===== src/rtl/spi_mstr_gen2_pkg.sv =====
// Shared types and constants for the parametrised SPI master.
package spi_mstr_gen2_pkg;

  typedef enum logic [2:0] {
    IDLE  = 3'd0,
    SETUP = 3'd1,
    SHIFT = 3'd2,
    HOLD  = 3'd3,
    DONE  = 3'd4
  } spi_state_t;

  typedef struct packed {
    logic cpol;
    logic cpha;
  } spi_mode_t;

  // Depth of the MISO synchroniser; captured bits trail the sample edge by this many clk.
  localparam int SYNC_LAT = 2;

endpackage


===== src/rtl/spi_mstr_gen2_sclk_gen.sv =====
// SCLK timing: half-period divider plus half-period index, producing the edge,
// sample and shift strobes one cycle ahead of the registered SCLK toggle.
module spi_mstr_gen2_sclk_gen #(
  parameter int DATA_W  = 16,
  parameter int CLK_DIV = 16
) (
  input  logic                             clk,
  input  logic                             rst_n,
  input  logic                             run_i,
  input  logic                             cpha_i,
  output logic                             tick_o,
  output logic [$clog2(2*DATA_W+3)-1:0]    half_o,
  output logic                             edge_o,
  output logic                             sample_o,
  output logic                             shift_o
);

  localparam int DIV_W  = $clog2(CLK_DIV);
  localparam int HALF_W = $clog2(2*DATA_W+3);
  localparam logic [DIV_W-1:0]  DIV_LAST = DIV_W'(CLK_DIV-1);
  localparam logic [HALF_W-1:0] HALF_END = HALF_W'(2*DATA_W);

  logic [DIV_W-1:0]  div_q, div_d;
  logic [HALF_W-1:0] half_q, half_d;
  logic              lead_s, trail_s;

  always_comb begin
    tick_o = run_i && (div_q == DIV_LAST);
    div_d  = tick_o ? {DIV_W{1'b0}} : div_q + DIV_W'(1);
    half_d = tick_o ? half_q + HALF_W'(1) : half_q;
    // Half index 0 is SETUP, so a tick there is edge 1 (leading); odd edges see an even index.
    edge_o   = tick_o && (half_q < HALF_END);
    lead_s   = edge_o && !half_q[0];
    trail_s  = edge_o && half_q[0];
    sample_o = cpha_i ? trail_s : lead_s;
    shift_o  = cpha_i ? lead_s : trail_s;
    half_o   = half_q;
  end

  always_ff @(posedge clk or negedge rst_n) begin
    if (!rst_n) begin
      div_q  <= {DIV_W{1'b0}};
      half_q <= {HALF_W{1'b0}};
    end else if (!run_i) begin
      div_q  <= {DIV_W{1'b0}};
      half_q <= {HALF_W{1'b0}};
    end else begin
      div_q  <= div_d;
      half_q <= half_d;
    end
  end

endmodule


===== src/rtl/spi_mstr_gen2.sv =====
// SPI master with run-time CPOL/CPHA, DATA_W-bit words, CLK_DIV divider and one-hot
// slave selects. Everything runs on clk; SCLK/MOSI/SS_n are plain registers.
module spi_mstr_gen2
  import spi_mstr_gen2_pkg::*;
#(
  parameter int DATA_W  = 16,
  parameter int CLK_DIV = 16,
  parameter int NUM_SS  = 1
) (
  input  logic                                        clk,
  input  logic                                        rst_n,
  input  logic                                        wrt,
  input  logic [DATA_W-1:0]                           cmd,
  input  logic [((NUM_SS > 1) ? $clog2(NUM_SS) : 1)-1:0] ss_sel,
  input  logic                                        cpol,
  input  logic                                        cpha,
  input  logic                                        MISO,
  output logic                                        SCLK,
  output logic                                        MOSI,
  output logic [NUM_SS-1:0]                           SS_n,
  output logic                                        busy,
  output logic                                        done,
  output logic [DATA_W-1:0]                           data
);

  localparam int SS_W   = (NUM_SS > 1) ? $clog2(NUM_SS) : 1;
  localparam int HALF_W = $clog2(2*DATA_W+3);
  localparam int BIT_W  = $clog2(DATA_W+1);
  localparam logic [HALF_W-1:0] HALF_END = HALF_W'(2*DATA_W);
  localparam logic [BIT_W-1:0]  BIT_END  = BIT_W'(DATA_W);

  spi_state_t          state_q, state_d;
  spi_mode_t           mode_q, mode_d;
  logic                sclk_q, sclk_d;
  logic                mosi_q, mosi_d;
  logic [NUM_SS-1:0]   ss_n_q, ss_n_d, ss_dec_s;
  logic                busy_q, busy_d;
  logic                done_q, done_d;
  logic [DATA_W-1:0]   data_q, data_d;
  logic [DATA_W-1:0]   tx_q, tx_d;
  logic [DATA_W-1:0]   rx_q, rx_d;
  logic [BIT_W-1:0]    bit_q, bit_d;
  logic [SYNC_LAT-1:0] sync_q, sync_d;
  logic [SYNC_LAT:0]   samp_q, samp_d;

  logic                run_s, accept_s, miso_s;
  logic                tick_s, edge_s, sample_s, shift_s;
  logic [HALF_W-1:0]   half_s;

  assign run_s    = (state_q == SETUP) || (state_q == SHIFT) || (state_q == HOLD);
  assign accept_s = (state_q == IDLE) && wrt;
  assign miso_s   = sync_q[SYNC_LAT-1];

  spi_mstr_gen2_sclk_gen #(
    .DATA_W  (DATA_W),
    .CLK_DIV (CLK_DIV)
  ) u_sclk_gen (
    .clk      (clk),
    .rst_n    (rst_n),
    .run_i    (run_s),
    .cpha_i   (mode_q.cpha),
    .tick_o   (tick_s),
    .half_o   (half_s),
    .edge_o   (edge_s),
    .sample_o (sample_s),
    .shift_o  (shift_s)
  );

  always_comb begin
    state_d = state_q;
    case (state_q)
      IDLE:    state_d = wrt ? SETUP : IDLE;
      SETUP:   state_d = tick_s ? SHIFT : SETUP;
      SHIFT:   state_d = (tick_s && (half_s == HALF_END)) ? HOLD : SHIFT;
      HOLD:    state_d = tick_s ? DONE : HOLD;
      DONE:    state_d = IDLE;
      default: state_d = IDLE;
    endcase
  end

  // Out-of-range ss_sel decodes to no select at all; the transfer still runs.
  always_comb begin
    ss_dec_s = {NUM_SS{1'b1}};
    for (int i = 0; i < NUM_SS; i++) begin
      if (ss_sel == SS_W'(i)) ss_dec_s[i] = 1'b0;
    end
  end

  always_comb begin
    mode_d = accept_s ? spi_mode_t'{cpol: cpol, cpha: cpha} : mode_q;
    sclk_d = sclk_q;
    mosi_d = mosi_q;
    tx_d   = tx_q;
    if (accept_s) begin
      sclk_d = cpol;
      // cpha=0 presents the MSB before the first (sampling) edge; cpha=1 shifts it out on edge 1.
      mosi_d = cpha ? 1'b0 : cmd[DATA_W-1];
      tx_d   = cpha ? cmd : {cmd[DATA_W-2:0], 1'b0};
    end else if (edge_s) begin
      sclk_d = ~sclk_q;
      if (shift_s) begin
        mosi_d = tx_q[DATA_W-1];
        tx_d   = {tx_q[DATA_W-2:0], 1'b0};
      end
    end else if (state_d == HOLD) begin
      sclk_d = mode_q.cpol;
    end else if (state_d == IDLE) begin
      mosi_d = 1'b0;
    end

    if (accept_s)                                   ss_n_d = ss_dec_s;
    else if (state_d == DONE || state_d == IDLE)    ss_n_d = {NUM_SS{1'b1}};
    else                                            ss_n_d = ss_n_q;

    sync_d = {sync_q[SYNC_LAT-2:0], MISO};
    samp_d = {samp_q[SYNC_LAT-1:0], sample_s};

    rx_d  = rx_q;
    bit_d = bit_q;
    if (accept_s) begin
      rx_d  = {DATA_W{1'b0}};
      bit_d = {BIT_W{1'b0}};
    end else if (samp_q[SYNC_LAT] && (bit_q != BIT_END)) begin
      rx_d  = {rx_q[DATA_W-2:0], miso_s};
      bit_d = bit_q + BIT_W'(1);
    end

    busy_d = (state_d != IDLE);
    done_d = (state_d == DONE);
    data_d = (state_d == DONE) ? rx_d : data_q;
  end

  always_ff @(posedge clk or negedge rst_n) begin
    if (!rst_n) begin
      state_q <= IDLE;
      mode_q  <= spi_mode_t'(2'b00);
      sclk_q  <= 1'b0;
      mosi_q  <= 1'b0;
      ss_n_q  <= {NUM_SS{1'b1}};
      busy_q  <= 1'b0;
      done_q  <= 1'b0;
      data_q  <= {DATA_W{1'b0}};
      tx_q    <= {DATA_W{1'b0}};
      rx_q    <= {DATA_W{1'b0}};
      bit_q   <= {BIT_W{1'b0}};
      sync_q  <= {SYNC_LAT{1'b0}};
      samp_q  <= {(SYNC_LAT+1){1'b0}};
    end else begin
      state_q <= state_d;
      mode_q  <= mode_d;
      sclk_q  <= sclk_d;
      mosi_q  <= mosi_d;
      ss_n_q  <= ss_n_d;
      busy_q  <= busy_d;
      done_q  <= done_d;
      data_q  <= data_d;
      tx_q    <= tx_d;
      rx_q    <= rx_d;
      bit_q   <= bit_d;
      sync_q  <= sync_d;
      samp_q  <= samp_d;
    end
  end

  assign SCLK = sclk_q;
  assign MOSI = mosi_q;
  assign SS_n = ss_n_q;
  assign busy = busy_q;
  assign done = done_q;
  assign data = data_q;

endmodule


===== config.mk =====
export PLATFORM = sky130hd
export DESIGN_NAME = spi_mstr_gen2
export DESIGN_NICKNAME = d
export VERILOG_FILES = /design/src/rtl/spi_mstr_gen2_pkg.sv /design/src/rtl/spi_mstr_gen2_sclk_gen.sv /design/src/rtl/spi_mstr_gen2.sv
export SDC_FILE = /design/constraint.sdc
export NUM_CORES = 1
export LEC_CHECK = 0
export ABC_CLOCK_PERIOD_IN_PS = 1600
export CORE_ASPECT_RATIO = 0.6
export CORE_UTILIZATION = 37
export CTS_BUF_LIST = sky130_fd_sc_hd__clkbuf_4
export CTS_CLUSTER_SIZE = 28
export DETAILED_ROUTE_END_ITERATION = 16
export PLACE_DENSITY_LB_ADDON = 0.08
export RECOVER_POWER = 25
export REMOVE_ABC_BUFFERS = 1
export SETUP_SLACK_MARGIN = 0.02
export SYNTH_ARGS = -nofsm -noshare
export SYNTH_HDL_FRONTEND = slang
export SYNTH_SLANG_ARGS = --single-unit

===== constraint.sdc =====
create_clock -name clk -period 1.6 [get_ports clk]
set_input_delay 0.24 -clock clk [delete_from_list [all_inputs] [get_ports clk]]
set_output_delay 0.24 -clock clk [all_outputs]
set_load 0.01 [all_outputs]

==> results.py, run 1 <==
metrics = {
    "power": {
        "vdd_drop_max_mv": 0.3892,
        "power_density_nw_per_um2": 758.1,
        "p_leak_nw": 2.163,
    },
    "cts": {
        "cts-htree-levels": 3,
        "clk_pin_slew_ps": 130,
        "cts_tree": "built",
        "clk_latency_ps": 450,
        "numCtsBuffers": 9,
        "clock_path_buffers": 2,
        "cts.sinks": 78,
        "root_buffer": "clkbuf_4",
    },
    "outcome": {
        "status": "finished, violations left",
        "violations": "setup timing",
    },
    "yosys": {
        "synth.area.mux_share_pct": 9.288,
        "synthCells": 340,
        "netlist_area_sq_um": 3570,
        "synthAdderAreaFrac_pct": 1.753,
        "synth_cell_types": 40,
        "synthTopCellsByArea": "dfrtp_1 (54%), mux2i_1 (9.0%), nand2_1 (4.8%)",
        "synth.avg_cell_area_sq_um": 10.50,
        "yosysWarnings": 0,
        "synth-compound-area-share_pct": 11.29,
        "synth_top_area_share_pct": 53.98,
        "ys_seq_area_share_pct": 54.71,
        "synth_seq_cells": 78,
        "synthXorXnorAreaFrac_pct": 2.944,
        "yosys.area_share.simple_pct": 15.14,
        "synth_top_family_by_area": "simple AND/OR/NAND/NOR gates",
        "ys_async_sr_fraction_pct": 100.0,
        "yosysTopAreaCell": "dfrtp_1",
        "synth_edf_count": 0,
        "synth_ff_type": "dfrtp_1",
    },
    "sta": {
        "slew_violations": 0,
        "fmax_ghz": 0.6190,
        "slew_headroom_pct": 45.18,
        "whs_ps": 209.2,
        "finalCriticalPeriod_ps": 1616,
        "fin_crit_sh_pct": 101.0,
        "worst_slew_pin_slew_ps": 822.3,
        "finalHoldViolations": 0,
        "fin_ws_ps": -15.51,
        "rsz0062_at_grt": "yes",
        "setup_viol": 1,
        "skew_ps": 20.62,
    },
    "placement": {
        "hpwl_mm": 5.059,
        "place_congestion": 0.7917,
        "io_buffers": 43,
        "placedCellCount": 520,
    },
    "setup_path": {
        "critPathMaxStageDelay_ps": 420,
        "worstSetupEndpointType": "register",
        "required_ps": 1930,
        "arrival_ps": 1950,
        "slowest_stage": "dfrtp_1",
        "critPathMaxFanout": 7,
        "startpoint_type": "register",
        "path_class": "reg -> reg",
        "crit_chain": "buf_6 -> o21ba_4 -> a41oi_4 -> nand2_2 -> mux2_4",
    },
    "floorplanning": {
        "io_pins": 44,
        "fp.dieArea_sq_um": 10060,
        "num_rows": 27,
        "die_w_microns": 128.8,
        "start_util_pct": 38.56,
        "core_area_sq_um": 9256,
        "die_h_microns": 78.09,
    },
    "detailed_routing": {
        "num_vias": 2656,
        "firstDrtPassIters": 4,
        "drc_errors": 0,
        "drtIter0Drc": 118,
        "post_drt_wl_per_cell_microns": 13.87,
        "drt_wl_total_mm": 7.600,
        "ant_nets": 0,
        "viasPerCell": 4.847,
    },
    "grt": {
        "overflow": 0,
        "grt_pass1_wl_mm": 12.57,
        "first_global_vias": 2552,
        "gr-usage-all-layers_pct": 16.33,
        "antenna_found_initial": 0,
        "grt_max_degree": 35,
    },
    "layout": {
        "num_antenna_cells": 0,
        "layout.nets": 441,
        "stdcell_count": 548,
        "drive_gt1_share_pct": 22.25,
        "layout_common_cells": "dfrtp_1 (77), nand2_1 (44), nor2_1 (38)",
        "layout_commonest_cell": "dfrtp_1",
        "area_growth_pct": 32.84,
    },
    "flow_run": {
        "maxCapViolCount": 0,
    },
    "worst_hold_path": {
        "hp-class": "in -> async",
    },
}
-- flip-flops by register name, indices dropped and copies added (netlist names) --
signal             flops
data                  16
rx_q                  16
tx_q                  16
u_sclk_gen.half_o      6
bit_q                  5
u_sclk_gen.div_q       4
samp_q                 3
state_q                3
mode_q                 2
sync_q                 2
MOSI                   1
SCLK                   1
SS_n                   1
busy                   1
done                   1
-- cell families after synthesis --
logic type      after synthesis
mux                          33
buf+inv                      31
fa+ha+maj                     5
simple gates                118
compound gates               63
flops                        78
xor+xnor                     12
-- area by class of cell --
cell class,count,area (sq um)
clock inverters,7,48.80
well taps,130,162.7
repair buffers,84,832.0
multi-input cells,231,1644
fillers,836,4514
clock buffers,9,67.56
inverters,9,33.78
flip-flops and latches,78,1953
-- cell usage after synthesis, types with 6 or more instances --
| master | count |
|---|---|
| a21oi_1 | 19 |
| buf_2 | 7 |
| buf_6 | 6 |
| clkbuf_1 | 8 |
| dfrtp_1 | 77 |
| inv_1 | 9 |
| mux2i_1 | 32 |
| nand2_1 | 46 |
| nand4_1 | 7 |
| nor2_1 | 44 |
| o21ai_1 | 11 |
| o31ai_1 | 16 |
| xor2_1 | 9 |
-- path summary, 6_finish.rpt --
kind / from / to / slack (ps) / cells after the start
min in group clk: MISO / sync_q[0] / 330 / 1
hold / removal: rst_n / done / 210 / 2
hold reg to reg: samp_q[1] / samp_q[2] / 370 / 0
setup reg to reg: state_q[0] / MOSI / -20 / 5
max in group asynchronous: rst_n / samp_q[0] / 310 / 3
setup / recovery: state_q[0] / MOSI / -20 / 5
-- metrics by stage --
step | utilization, % | area [sq um] | setup slack, ps | setup TNS [ps] | power, mW
2_1_floorplan | - | 3430 | -1292 | -37570 | 2.320
3_3_place_gp | 46.73 | 4325 | -234.7 | -6531 | 2.515
3_5_place_dp | 46.73 | 4325 | -306.3 | -7052 | 2.527
4_1_cts | 48.49 | 4488 | 5.826 | 0 | 3.596
5_1_grt | 51.23 | 4742 | -82.76 | -409.0 | 3.786
6_report | 51.23 | 4742 | -15.51 | -15.51 | 3.595
-- worst max-delay path: cells and delay by family (launching register included) --
family	cells	cell delay [ps]
and+or+nand+nor	1	100
muxes	1	300
buffers and inverters	1	150
AOI/OAI and AO/OA	2	540
DFF	1	420
-- where the power goes --
group / total (mW) / internal, mW / switching (mW)
Sequential: 2.16 / 2.07 / 0.0810
Combinational: 0.393 / 0.207 / 0.186
Clock: 1.05 / 0.317 / 0.729
-- repair_timing --
item                                    4_1_cts  5_1_grt
hold endpoints to repair                     71        0
pin swaps                                     2        6
hold buffers                                  1        0
setup buffers                                 3        7
resized for setup                            29       40
cloned                                        0        1
endpoints found under the setup margin       39       51
-- layer usage --
metal | vias up | wire (microns) | share of wire (%) | GRT usage, %
li1 | 1321 | - | - | -
met1 | 1284 | 4121 | 54 | 24.45
met2 | 40 | 3081 | 41 | 21.73
met3 | 11 | 288 | 3.8 | 5.044
met4 | 0 | 108 | 1.4 | 6.000
met5 | - | 0 | 0 | 0
No activity file was read; power rests on OpenSTA's default activity.
==> run 2: changes to the inputs <==
--- a/config.mk
+++ b/config.mk
@@ -14,7 +14,7 @@
 export PLACE_DENSITY_LB_ADDON = 0.08
 export RECOVER_POWER = 25
 export REMOVE_ABC_BUFFERS = 1
-export SETUP_SLACK_MARGIN = 0.02
+export SETUP_SLACK_MARGIN = 0.15
 export SYNTH_ARGS = -nofsm -noshare
 export SYNTH_HDL_FRONTEND = slang
 export SYNTH_SLANG_ARGS = --single-unit
==> results.py, run 2 (synthesized netlist as in run 1, its figures left out) <==
metrics = {
    "outcome": {
        "status": "finished, violations left",
        "violations": "setup timing",
    },
    "setup_path": {
        "rrSetupSlack_ps": -20,
        "reg2reg_depth": 5,
        "r2r-end": "MOSI",
        "path_class": "reg -> reg",
        "worstSetupEndpointType": "register",
        "critPathMaxFanout": 6,
        "arrival_ps": 1970,
        "timing.rr.start": "state_q[0]",
        "startpoint_type": "register",
        "required_ps": 1940,
    },
    "grt": {
        "antenna_found_initial": 0,
        "gr-usage-all-layers_pct": 17.59,
        "grt_pass1_wl_mm": 13.45,
        "overflow": 0,
        "grt_max_degree": 35,
        "first_global_vias": 2732,
    },
    "layout": {
        "layout.nets": 458,
        "drive_gt1_share_pct": 31.03,
        "num_antenna_cells": 0,
        "stdcell_count": 565,
        "layout_common_cells": "dfrtp_1 (77), nand2_1 (43), nor2_1 (31)",
        "stdcell_area_sq_um": 5239,
        "multi_input_area_sq_um": 1868,
        "layout_commonest_cell": "dfrtp_1",
        "nFillCells": 784,
        "area_growth_pct": 46.76,
        "seq_area_sq_um": 1953,
    },
    "cts": {
        "cts.sinks": 78,
        "clock_path_buffers": 2,
        "cts_tree": "built",
        "cts-htree-levels": 3,
        "clk_pin_slew_ps": 140,
        "root_buffer": "clkbuf_4",
        "clk_latency_ps": 450,
        "numCtsBuffers": 9,
    },
    "placement": {
        "hpwl_mm": 5.059,
        "placedCellCount": 520,
        "dpl_cell_area_sq_um": 4325,
        "io_buffers": 43,
        "place_congestion": 0.7917,
        "dp_worst_setup_slack_ps": -306.3,
    },
    "power": {
        "pwr-share-clk_pct": 28.4,
        "power_density_nw_per_um2": 710.0,
        "internal_power_mw": 2.661,
        "p_leak_nw": 2.278,
        "total_power_mw": 3.720,
        "pwr-share-comb_pct": 12.9,
        "p_sw_share_pct": 28.45,
        "seq_power_share_pct": 58.7,
        "netSwitchingPower_mw": 1.058,
        "vdd_drop_max_mv": 0.3927,
    },
    "detailed_routing": {
        "viasPerCell": 4.897,
        "drtIter0Drc": 165,
        "firstDrtPassIters": 5,
        "post_drt_wl_per_cell_microns": 14.56,
        "num_vias": 2767,
        "ant_nets": 0,
        "drt_wl_total_mm": 8.225,
        "drc_errors": 0,
    },
    "sta": {
        "fmax_ghz": 0.6155,
        "fin_ws_ps": -24.66,
        "slew_headroom_pct": 20.92,
        "rsz0062_at_grt": "yes",
        "finalCriticalPeriod_ps": 1625,
        "skew_ps": 21.36,
        "slew_violations": 0,
        "fin_crit_sh_pct": 101.5,
        "setup_viol": 1,
        "finalHoldViolations": 0,
        "worst_slew_pin_slew_ps": 1186,
    },
    "worst_hold_path": {
        "hold_depth": 1,
        "hp-class": "in -> reg",
        "min_to": "sync_q[0]",
        "min_from": "MISO",
    },
    "flow_run": {
        "maxCapViolCount": 0,
    },
    "floorplanning": {
        "die_w_microns": 128.8,
        "fp.dieArea_sq_um": 10060,
        "num_rows": 27,
        "io_pins": 44,
        "die_h_microns": 78.09,
        "start_util_pct": 38.56,
        "core_area_sq_um": 9256,
    },
}
-- run 2: changes by cell type in the layout (fill, tap and decap cells not counted), sizes merged --
cell           change
buf               +15
clkbuf             +3
clkdlybuf4s15      +3
dlygate4sd2        -4
-- run 2: area by class of cell --
type / count / share of cell area, %
Sequential cell: 78 / 37.28
Multi-Input combinational cell: 231 / 35.66
Timing Repair Buffer: 101 / 21.09
Tap cell: 130 / 3.105
Clock buffer: 9 / 1.290
Clock inverter: 7 / 0.9315
Inverter: 9 / 0.6449
-- run 2: worst max-delay path, stage by stage (launching register included) --
cell and delay [ps]:
dfrtp_1 420, buf_6 150, o21ba_4 240, a41oi_4 320, nand2_2 100, mux2_4 300
-- run 2: routing by layer --
layer	global-route usage, %	up-vias	share of wire (%)
met2	24.86	52	43
met4	6.000	0	1.3
met3	5.044	10	4.2
li1	-	1359	-
met5	0	-	0
met1	25.59	1346	51
-- run 2: repair_timing --
action	CTS	global route
hold buffers	1	0
endpoints found under the setup margin	79	65
cloned	2	3
pin swaps	12	9
buffers inserted	18	5
hold endpoints to repair	71	0
resized for setup	85	46
-- run 2: worst max path at each step --
| stage | startpoint | end | cells past startpoint |
|---|---|---|---|
| floorplan | state_q[0] | MOSI | 4 |
| global placement | wrt | tx_q[2] | 6 |
| detailed placement | wrt | tx_q[2] | 6 |
| CTS | state_q[1] | tx_q[2] | 5 |
| global route | bit_q[0] | data[5] | 8 |
| finish | state_q[0] | MOSI | 5 |
-- run 2: power by group through the flow --
stage | registers [mW] | clock network (mW) | logic (mW)
2_1_floorplan | 2.16 | 0 | 0.157
6_report | 2.18 | 1.06 | 0.479
5_1_grt | 2.20 | 1.17 | 0.527
3_3_place_gp | 2.17 | 0 | 0.340
3_5_place_dp | 2.18 | 0 | 0.349
4_1_cts | 2.17 | 1.10 | 0.412
-- run 2: through the flow --
step	utilization [%]	TNS [ps]	hold WS, ps
after floorplan	-	-37570	-55.59
after global placement	46.73	-6531	147.4
after detailed placement	46.73	-7052	150.9
after CTS	53.24	0	170.3
after global routing	56.60	-2676	297.4
final	56.60	-24.66	325.3
==> run 3: changes to the inputs <==
--- a/config.mk
+++ b/config.mk
@@ -7,7 +7,7 @@
 export LEC_CHECK = 0
 export ABC_CLOCK_PERIOD_IN_PS = 1600
 export CORE_ASPECT_RATIO = 0.6
-export CORE_UTILIZATION = 37
+export CORE_UTILIZATION = 40
 export CTS_BUF_LIST = sky130_fd_sc_hd__clkbuf_4
 export CTS_CLUSTER_SIZE = 28
 export DETAILED_ROUTE_END_ITERATION = 16
==> results.py, run 3 (synthesized netlist as in run 1, its figures left out) <==
metrics = {
    "outcome": {
        "status": "finished, violations left",
        "violations": "setup timing",
    },
    "power": {
        "power_density_nw_per_um2": 753.1,
        "total_power_mw": 3.947,
        "p_leak_nw": 2.258,
        "vdd_drop_max_mv": 0.5234,
    },
    "detailed_routing": {
        "drc_errors": 0,
        "firstDrtPassIters": 4,
        "drtIter0Drc": 105,
        "post_drt_wl_per_cell_microns": 15.45,
        "drt_wl_total_mm": 8.341,
        "viasPerCell": 5.081,
        "num_vias": 2744,
        "ant_nets": 0,
    },
    "setup_path": {
        "path_class": "reg -> reg",
        "worstSetupEndpointType": "register",
        "required_ps": 1910,
        "arrival_ps": 1960,
        "critPathMaxFanout": 7,
        "startpoint_type": "register",
    },
    "grt": {
        "grt_max_degree": 68,
        "met1_usage_pct": 26.74,
        "overflow": 0,
        "first_global_vias": 2597,
        "grt_busiest_layer": "met1",
        "grt.met3_usage_pct": 5.682,
        "met2_usage_pct": 25.74,
        "antenna_found_initial": 0,
        "grt_pass1_wl_mm": 12.56,
        "gr-usage-all-layers_pct": 18.18,
    },
    "floorplanning": {
        "fp.dieArea_sq_um": 9318,
        "num_rows": 26,
        "die_w_microns": 124.0,
        "start_util_pct": 41.56,
        "core_area_sq_um": 8588,
        "io_pins": 44,
        "die_h_microns": 75.18,
    },
    "placement": {
        "hpwl_mm": 4.898,
        "dp_worst_setup_slack_ps": -265.1,
        "place_congestion": 0.8311,
        "io_buffers": 43,
    },
    "layout": {
        "layout_commonest_cell": "dfrtp_1",
        "area_growth_pct": 46.83,
        "num_antenna_cells": 0,
        "drive_gt1_share_pct": 33.18,
        "layout.nets": 451,
        "layout_common_cells": "dfrtp_1 (77), nand2_1 (44), nor2_1 (30)",
    },
    "cts": {
        "root_buffer": "clkbuf_4",
        "cts_tree": "built",
        "cts.sinks": 78,
        "clock_path_buffers": 2,
        "numCtsBuffers": 9,
        "clk_pin_slew_ps": 130,
        "cts-htree-levels": 3,
        "clk_latency_ps": 430,
    },
    "flow_run": {
        "maxCapViolCount": 0,
    },
    "sta": {
        "rsz0062_at_grt": "yes",
        "whs_ps": 349.4,
        "finalCriticalPeriod_ps": 1644,
        "slew_violations": 0,
        "skew_ps": 16.38,
        "fin_crit_sh_pct": 102.7,
        "worst_slew_pin_slew_ps": 704.8,
        "setup_viol": 25,
        "finalHoldViolations": 0,
        "fmax_ghz": 0.6084,
        "slew_headroom_pct": 53.01,
        "fin_ws_ps": -43.77,
    },
    "worst_hold_path": {
        "hp-class": "reg -> reg",
    },
}
[run 3: layout make-up]
type	count	area, sq um
repair buffers	94	1045
multi-input cells	231	1913
inverters	9	33.78
clock buffers	9	67.56
clock inverters	7	88.84
well taps	112	140.1
fillers	760	3347
flip-flops and latches	78	1953
[run 3: metal layers]
| metal | share of wire, % | up-vias | wire length, microns |
|---|---|---|---|
| met5 | 0 | - | 0 |
| met4 | 0.85 | 0 | 71 |
| met3 | 3.5 | 8 | 293 |
| met2 | 43 | 40 | 3598 |
| met1 | 52 | 1348 | 4378 |
| li1 | - | 1348 | - |
[run 3: path summary, 6_finish.rpt]
check	from	endpoint	slack, ps	cells past startpoint
setup reg to reg	bit_q[0]	data[7]	-40	8
hold reg to reg	samp_q[0]	samp_q[1]	350	0
hold / removal	samp_q[0]	samp_q[1]	350	0
max in group asynchronous	rst_n	tx_q[3]	190	3
setup / recovery	bit_q[0]	data[7]	-40	8
min in group asynchronous	rst_n	u_sclk_gen.div_q[2]	360	2
[run 3: critical path: stages (launching register included)]
cell,delay [ps]
dfrtp_1,410
inv_2,90
ha_4,120
nand4bb_1,140
nand2_2,150
buf_12,120
buf_12,150
mux2i_4,260
o31ai_2,70
[run 3: stage by stage]
stage | cell area [sq um] | TNS (ps) | cells | util, %
after CTS | 4921 | -24.60 | 530 | 57.30
final | 5241 | -397.2 | 540 | 61.03
after detailed placement | 4330 | -7014 | 504 | 50.42
after global routing | 5241 | -4252 | 540 | 61.03
after global placement | 4330 | -7738 | 504 | 50.42
after floorplan | 3430 | -37570 | 318 | -
[run 3: report_power, final]
group | internal, mW | switching [mW]
sequential | 2.07 | 0.113
clock | 0.623 | 0.691
combinational | 0.245 | 0.201
total | 2.94 | 1.00
[run 3: repair_timing]
item | 4_1_cts | 5_1_grt
resized for setup | 94 | 41
endpoints found under the hold margin | 77 | 0
hold buffers | 1 | 0
pin swaps | 12 | 20
cloned | 2 | 5
setup buffers | 7 | 5
setup endpoints to repair | 82 | 66
